<file path="src/rtl/edge_div_pkg.sv">
// Shared definitions for the edge counting divider.
// Edge-select encodings, default depth and the edge-qualify helper.
package edge_div_pkg;

    localparam logic [1:0] EDGE_FALL = 2'b00;
    localparam logic [1:0] EDGE_RISE = 2'b01;
    localparam logic [1:0] EDGE_BOTH = 2'b10;
    localparam logic [1:0] EDGE_NONE = 2'b11;

    localparam int SYNC_STAGES_DEF = 2;

    // s: current level, h: level one cycle earlier
    function automatic logic edge_fn(
        input logic [1:0] sel,
        input logic       s,
        input logic       h
    );
        logic r;
        r = 1'b0;
        unique case (1'b1)
            sel == EDGE_FALL: r = ~s & h;
            sel == EDGE_RISE: r = s & ~h;
            sel == EDGE_BOTH: r = s ^ h;
            sel == EDGE_NONE: r = 1'b0;
        endcase
        return r;
    endfunction

endpackage

</file>
<file path="src/rtl/edge_sync_det.sv">
// Synchroniser, optional stability filter, priming and edge strobe.
// Ports: clk, rst_n, en_in (async), edge_sel[1:0] -> edge_stb.
// EDGE_COUNT_DIVIDER_GLITCH_FILT_EN adds a FILT_LEN-cycle filter.
module edge_sync_det
    import edge_div_pkg::*;
#(
    parameter int SYNC_STAGES = SYNC_STAGES_DEF,
    parameter int FILT_LEN    = 3
) (
    input  logic       clk,
    input  logic       rst_n,
    input  logic       en_in,
    input  logic [1:0] edge_sel,
    output logic       edge_stb
);

    if (SYNC_STAGES < 2 || SYNC_STAGES > 4) begin : g_bad_sync
        $error("SYNC_STAGES must be 2..4");
    end
    if (FILT_LEN < 1) begin : g_bad_filt
        $error("FILT_LEN must be >= 1");
    end

    logic [SYNC_STAGES-1:0] sync_q;
    logic                   s;
    logic                   lvl;
    logic                   hist_q;

    always_ff @(posedge clk or negedge rst_n) begin
        if (!rst_n) begin
            sync_q <= '0;
        end else begin
            sync_q <= {sync_q[SYNC_STAGES-2:0], en_in};
        end
    end

    assign s = sync_q[SYNC_STAGES-1];

`ifdef EDGE_COUNT_DIVIDER_GLITCH_FILT_EN
    localparam int FC_W    = $clog2(FILT_LEN + 1);
    // Window also covers the filter so a level held through
    // reset is not mistaken for an edge.
    localparam int PRIME_N = SYNC_STAGES + 1 + FILT_LEN;

    logic [FC_W-1:0] fcnt_q;
    logic            filt_q;

    // fcnt_q counts consecutive cycles s has differed from filt_q
    always_ff @(posedge clk or negedge rst_n) begin
        if (!rst_n) begin
            fcnt_q <= '0;
            filt_q <= 1'b0;
        end else if (s == filt_q) begin
            fcnt_q <= '0;
        end else if (fcnt_q == FC_W'(FILT_LEN - 1)) begin
            fcnt_q <= '0;
            filt_q <= s;
        end else begin
            fcnt_q <= fcnt_q + 1'b1;
        end
    end

    assign lvl = filt_q;
`else
    localparam int PRIME_N = SYNC_STAGES + 1;

    assign lvl = s;
`endif

    localparam int PC_W = $clog2(PRIME_N + 1);

    logic [PC_W-1:0] prime_q;
    logic            primed;

    assign primed = (prime_q == PC_W'(PRIME_N));

    always_ff @(posedge clk or negedge rst_n) begin
        if (!rst_n) begin
            prime_q <= '0;
        end else if (!primed) begin
            prime_q <= prime_q + 1'b1;
        end
    end

    // History keeps tracking during priming so the first
    // armed cycle compares against a settled level.
    always_ff @(posedge clk or negedge rst_n) begin
        if (!rst_n) begin
            hist_q <= 1'b0;
        end else begin
            hist_q <= lvl;
        end
    end

    assign edge_stb = primed & edge_fn(edge_sel, lvl, hist_q);

endmodule

</file>
<file path="src/rtl/edge_count_divider.sv">
// Counts selected en_in edges modulo div_n; pulse and toggle on wrap.
// Ports: clk, rst_n, en_in, edge_sel, div_n, clr -> div_pulse,
// div_level, cnt_out. Option: EDGE_COUNT_DIVIDER_GLITCH_FILT_EN.
module edge_count_divider
    import edge_div_pkg::*;
#(
    parameter int CNT_W       = 8,
    parameter int SYNC_STAGES = SYNC_STAGES_DEF,
    parameter int FILT_LEN    = 3
) (
    input  logic             clk,
    input  logic             rst_n,
    input  logic             en_in,
    input  logic [1:0]       edge_sel,
    input  logic [CNT_W-1:0] div_n,
    input  logic             clr,
    output logic             div_pulse,
    output logic             div_level,
    output logic [CNT_W-1:0] cnt_out
);

    logic edge_stb;
    logic at_top;

    edge_sync_det #(
        .SYNC_STAGES (SYNC_STAGES),
        .FILT_LEN    (FILT_LEN)
    ) u_det (
        .clk      (clk),
        .rst_n    (rst_n),
        .en_in    (en_in),
        .edge_sel (edge_sel),
        .edge_stb (edge_stb)
    );

    // >= so a lowered div_n wraps on the next edge
    assign at_top = (cnt_out >= div_n - CNT_W'(1));

    always_ff @(posedge clk or negedge rst_n) begin
        if (!rst_n) begin
            cnt_out   <= '0;
            div_pulse <= 1'b0;
            div_level <= 1'b0;
        end else if (clr) begin
            cnt_out   <= '0;
            div_pulse <= 1'b0;
        end else if (div_n == '0) begin
            cnt_out   <= '0;
            div_pulse <= 1'b0;
        end else if (edge_stb && at_top) begin
            cnt_out   <= '0;
            div_pulse <= 1'b1;
            div_level <= ~div_level;
        end else if (edge_stb) begin
            cnt_out   <= cnt_out + 1'b1;
            div_pulse <= 1'b0;
        end else begin
            div_pulse <= 1'b0;
        end
    end

endmodule

</file>
<file path="config.mk">
export PLATFORM = sky130hd
export DESIGN_NAME = edge_count_divider
export DESIGN_NICKNAME = d
export VERILOG_FILES = /design/src/rtl/edge_div_pkg.sv /design/src/rtl/edge_sync_det.sv /design/src/rtl/edge_count_divider.sv
export SDC_FILE = /design/constraint.sdc
export NUM_CORES = 1
export LEC_CHECK = 0
export ABC_CLOCK_PERIOD_IN_PS = 4900
export CAP_MARGIN = 5
export CORE_AREA = 2 2 53 55
export DETAILED_ROUTE_END_ITERATION = 8
export DIE_AREA = 0 0 55 57
export PLACE_DENSITY = 0.71
export SLEW_MARGIN = 30
export SYNTH_ARGS = -nofsm -noshare
export SYNTH_HDL_FRONTEND = slang
export SYNTH_HIERARCHICAL = 1
export SYNTH_SLANG_ARGS = --single-unit
export TNS_END_PERCENT = 50
</file>
<file path="constraint.sdc">
create_clock -name clk -period 4.9 [get_ports clk]
set_clock_uncertainty 0.1 [all_clocks]
set_input_delay 0.98 -clock clk [delete_from_list [all_inputs] [get_ports clk]]
set_output_delay 0.98 -clock clk [all_outputs]
set_load 0.05 [all_outputs]
</file>
### Word level (Yosys, flattened, before mapping)

Cells that the tools add are included.

| word-level totals | value |
|---|---|
| register bits after elaboration | 15 |
| bits of input ports | 14 |
| output and inout bits | 10 |
| logic and storage cells | 36 |

| cells by class | value |
|---|---|
| add/sub/neg operators | 3 |
| $lt $le $gt $ge | 1 |
| equality and inequality tests | 4 |
| mux-type cells | 8 |
| bitwise gates (word level) | 9 |
| reductions and logical operators | 5 |

Operators by type and width:

| cell | count |
|---|---|
| two-way mux 8 bit | 4 |
| adder 8 x 1 -> 8 bit, second input constant | 1 |
| greater-or-equal comparator 8 bit | 1 |
| logical NOT 8 bit | 1 |
| subtractor 8 x 1 -> 8 bit, second input constant | 1 |
| == test 2 bit, second input constant | 3 |
| NOT 1 bit | 5 |
| case mux 1 bit (4 select lines) | 1 |
| nonzero test 4 bit | 1 |
| bitwise AND 1 bit | 3 |
| two-way mux 1 bit | 3 |
| AND reduction 3 bit | 1 |
| adder 2 x 1 -> 2 bit, second input constant | 1 |
| == test 2 x 1 -> 1 bit, second input constant | 1 |
| logical NOT 2 bit | 1 |
| logical AND 1 bit | 1 |
| bitwise XOR 1 bit | 1 |

### Longest topological paths before layout

| logic depth | value |
|---|---|
| word-level depth | 8 |
| mapped depth | 11 |
| depth with buffers taken out | 10 |

### By module

Netlist, hierarchy kept.

By module, submodules not included:

| module | instances | cells each | area an instance (um^2) | sequential area each (um^2) |
|---|---|---|---|---|
| edge_count_divider | 1 | 98 | 885.8 | 250.2 |
| edge_sync_det | 1 | 17 | 222.7 | 125.1 |

### Worst setup path before layout

No wires, ideal clock.

| timing path | value |
|---|---|
| path kind | input to register |
| from | input div_n[5] |
| to | register cnt_out[2] |
| setup time | 0.081 ns |
| data arrival time | 2.767 ns |
| data required time | 4.719 ns |
| path slack | 1.951 ns |
| stages | 10 |
| path buffers | 1 |
| cells stage by stage | nor4_1 nand2_1 xor2_1 ha_1 a21oi_1 o21ai_0 a21oi_2 buf_6 nand3b_1 a31oi_2 |

| on the way | value |
|---|---|
| cells in the longest elaborated chain, start to end | 6 |
| elaborated cells on any way between the ends | 8 |
| classes of those cells | add/sub (1); order compare (1); mux (3); reduce/logical (3) |

RTL lines:

| item | line | RTL |
|---|---|---|
| start, declared | edge_count_divider.sv:15 | `input logic [CNT_W-1:0] div_n,` |
| subtractor 8 x 1 -> 8 bit | edge_count_divider.sv:37 | `assign at_top = (cnt_out >= div_n - CNT_W'(1));` |
| greater-or-equal comparator 8 bit | edge_count_divider.sv:37 |  |
| logical AND 1 bit | edge_count_divider.sv:50 | `end else if (edge_stb && at_top) begin` |
| two-way mux 8 bit | edge_count_divider.sv:50 |  |
| two-way mux 8 bit | edge_count_divider.sv:47 | `end else if (div_n == '0) begin` |
| two-way mux 8 bit | edge_count_divider.sv:44 | `end else if (clr) begin` |
| end signal, assigned | edge_count_divider.sv:55 | `cnt_out <= cnt_out + 1'b1;` |
| end, declared | edge_count_divider.sv:19 | `output logic [CNT_W-1:0] cnt_out` |

Several ways; a longest one is shown, not always the timed one.
A chain may end at the register's enable or synchronous reset.

### Final worst setup path

| timing path | value |
|---|---|
| from | input div_n[4] |
| to | register div_level |

| on the way | value |
|---|---|
| cells in the longest elaborated chain, start to end | 4 |
| elaborated cells on any way between the ends | 6 |
| classes of those cells | add/sub (1); order compare (1); bitwise (1); reduce/logical (3) |

RTL lines:

| item | line | RTL |
|---|---|---|
| subtractor 8 x 1 -> 8 bit | edge_count_divider.sv:37 |  |
| greater-or-equal comparator 8 bit | edge_count_divider.sv:37 |  |
| logical AND 1 bit | edge_count_divider.sv:50 |  |
| AND reduction 3 bit (no line) * | n/a |  |
| end signal, assigned | edge_count_divider.sv:53 | `div_level <= ~div_level;` |
| end, declared | edge_count_divider.sv:18 | `output logic div_level,` |

Mark *: on every way between the ends. The rest lies on a longest branch, timed or not.

==> metrics.yaml <==
global_route:
  grt-ovfl-total: 0
  grt_max_degree: 18
  grt_pass1_wl_um: 3594
  grt_pass1_vias: 906
  grt_antenna_before_repair: 0
  grt.total_usage_pct: 15.38
sta:
  drv_slew: 0
  hold_slack_ns: 0.2665
  hold_violations: 0
  tightest_slew_ns: 0.6487
  finalCritPeriodShare_pct: 71.74
  rsz0062_at_grt: "false"
  setup_viol: 0
  period_minus_slack_ns: 3.515
  max_slew_margin_pct: 56.75
  clock.fmax_mhz: 284.5
  fin_setup_tns_ns: 0
drt:
  antenna_left: 0
  routedWlPerCell_um: 12.51
  drc_errors: 0
  dr_total_vias: 926
  drt_first_iter_violations: 9
  drt_first_pass_iters: 4
  wl_um: 2126
  viasPerCell: 5.447
clock_tree:
  ctsHoldBuffers: 0
  postCtsSetupBuffers: 0
  clock_path_buffers: 2
  clock_latency_ns: 0.28
  cts_resized: 0
  cts_tree: "built"
  clock_sinks: 15
  path_clk_slew_ns: 0.09
  root_buffer: "clkbuf_4"
  numCtsBuffers: 3
  htreeDepth: 1
layout:
  num_antenna_cells: 0
  drive_above_1_share_pct: 7.914
  area_growth_pct: 23.82
  post-route-util_pct: 52.49
  stdcell_area_um2: 1373
  fillCellCount: 251
  num-nets-final: 168
synthesis:
  ys_seq_elements: 15
  ys_seq_area_share_pct: 33.86
  syn_avg_cell_area_um2: 9.640
  synth_cell_types: 35
  syn_area_um2: 1109
  syn_inst: 115
  yosysWarnings: 6
  syn-num-nets: 143
run:
  cap_violations: 0
floorplan:
  io_pins: 24
  dieArea_um2: 3135
  core_region_area_um2: 2615
  initial_utilization_pct: 42.39
  rows: 19
  dieWidth_um: 55
  die_y_um: 57
worst_setup_path:
  cp-start-kind: "input pin"
  endpoint_kind: "flip-flop"
  crit_required_ns: 4.96
  crit_type: "in2reg"
  crit_arrival_ns: 3.57
  worstPathMaxFanout: 14
place:
  gp_congestion: 0.7901
  dp_hpwl_um: 1674
  placed_area_um2: 1345
  port-buffer-count: 23
outcome:
  status: "complete, no violations"
power:
  powerDensity_nw_per_um2: 189.6
  p_leak_nw: 0.5824
  irDropWorstVdd_mv: 0.1290
min_path:
  hold_path.class: "reg2reg"
worst paths after layout:
| path | from | to | slack [ns] | cells past startpoint |
|---|---|---|---|---|
| setup / recovery | div_n[4] | div_level | 1.38 | 10 |
| hold / removal | u_det/sync_q[0] | u_det/sync_q[1] | 0.27 | 0 |
| setup reg to reg | cnt_out[0] | div_level | 2.37 | 7 |
| hold reg to reg | u_det/sync_q[0] | u_det/sync_q[1] | 0.27 | 0 |
| max in group asynchronous | rst_n | cnt_out[3] | 3.31 | 1 |
| min in group asynchronous | rst_n | cnt_out[5] | 0.99 | 1 |
flip-flops by register name, summed over array words and instances, names as in the netlist:
register / cells
u_det/sync_q: 2
div_level: 1
u_det/hist_q: 1
u_det/prime_q: 2
cnt_out: 8
div_pulse: 1
through the flow:
step            power, W  worst slack [ns]  cells
2_1_floorplan  0.0001706             1.951    115
3_3_place_gp   0.0001936             1.176    166
3_5_place_dp   0.0001952             1.079    166
4_1_cts        0.0002638             1.376    170
5_1_grt        0.0002780             1.098    170
6_report       0.0002603             1.385    170
worst max-delay path, stage by stage:
cell and delay [ns]:
clkdlybuf4s50_1 0.46, nor4_1 0.44, nand2_1 0.12, xor2_1 0.17
ha_1 0.31, a21oi_1 0.15, o21ai_0 0.11, a21oi_2 0.50
nor3b_1 0.17, xor2_1 0.17
routing by layer:
layer  vias to the layer above  share of wire (%)  global-route usage [%]
met5                         -                  0                       0
met4                         0                2.9                   7.666
met3                         9                5.1                   2.618
met2                        32                 49                   27.04
met1                       428                 43                   17.17
li1                        457                  -                       -
cell families (layout without fill, tap and decap cells):
logic type	Yosys count	in the layout	synth area share [%]
AND/OR/NAND/NOR	45	45	24.94
AO/OA/AOI/OAI	22	22	12.75
flip-flops	15	15	33.86
adder cells (fa/ha/maj)	14	14	15.80
buffers and inverters	10	34	5.305
XOR/XNOR	8	8	6.320
multiplexers	1	1	1.016
synthesized netlist by cell type:
cell / count / share of area (%)
ha_1: 14 / 16
clkbuf_8: 1 / 1.2
nand4b_4: 1 / 2.1
xnor2_1: 4 / 3.2
and3_1: 1 / 0.56
nor2_1: 6 / 2.0
and4_1: 1 / 0.79
dfrtp_1: 15 / 34
o21ai_0: 4 / 1.8
nor3b_1: 2 / 1.4
a21oi_1: 9 / 4.1
nor4b_1: 1 / 0.79
o311a_1: 1 / 0.90
and2_1: 1 / 0.56
or2b_2: 1 / 0.79
mux2_2: 1 / 1.0
a21oi_2: 1 / 0.79
inv_1: 7 / 2.4
xor2_1: 4 / 3.2
nor2b_1: 4 / 2.3
and2b_1: 1 / 0.68
nand2b_4: 1 / 1.2
clkbuf_4: 1 / 0.68
nor4_1: 1 / 0.56
nor3_1: 2 / 0.90
a2111o_1: 1 / 1.0
a31o_2: 1 / 0.79
nand2_1: 5 / 1.7
buf_6: 1 / 1.0
nand4_1: 2 / 1.1
nand2b_1: 4 / 2.3
nand3b_1: 1 / 0.68
a31oi_1: 4 / 2.3
nand3_1: 10 / 4.5
a31oi_2: 1 / 1.1
final cells by class:
cell class                 count  area, um2  area share [%]
tap                           31      38.79           2.826
sequential                    15      375.4           27.35
timing repair buffer          23      230.2           16.77
clock buffer                   3      22.52           1.641
inverter                       7      26.28           1.914
multi-input combinational     90      674.4           49.13
clock inverter                 1      5.005          0.3646
report_power, final:
part,switching [W],internal [W],total [W]
logic,0.0000318,0.0000285,0.0000603
registers,0.00000443,0.000127,0.000132
clock network,0.0000380,0.0000303,0.0000683
cells in the final DEF (no fill, tap or decap), drive strengths merged, types with 3 or more instances in the layout:
master         Yosys  final
o21ai              4      4
a31oi              5      5
nor2               6      6
dfrtp             15     15
nand3             10     10
xnor2              4      4
a21oi             10     10
xor2               4      4
clkbuf             2      3
ha                14     14
inv                7      7
nand2b             5      5
nor2b              4      4
nand2              5      5
clkdlybuf4s50      0     23
No activity file was read; power rests on OpenSTA's default activity.
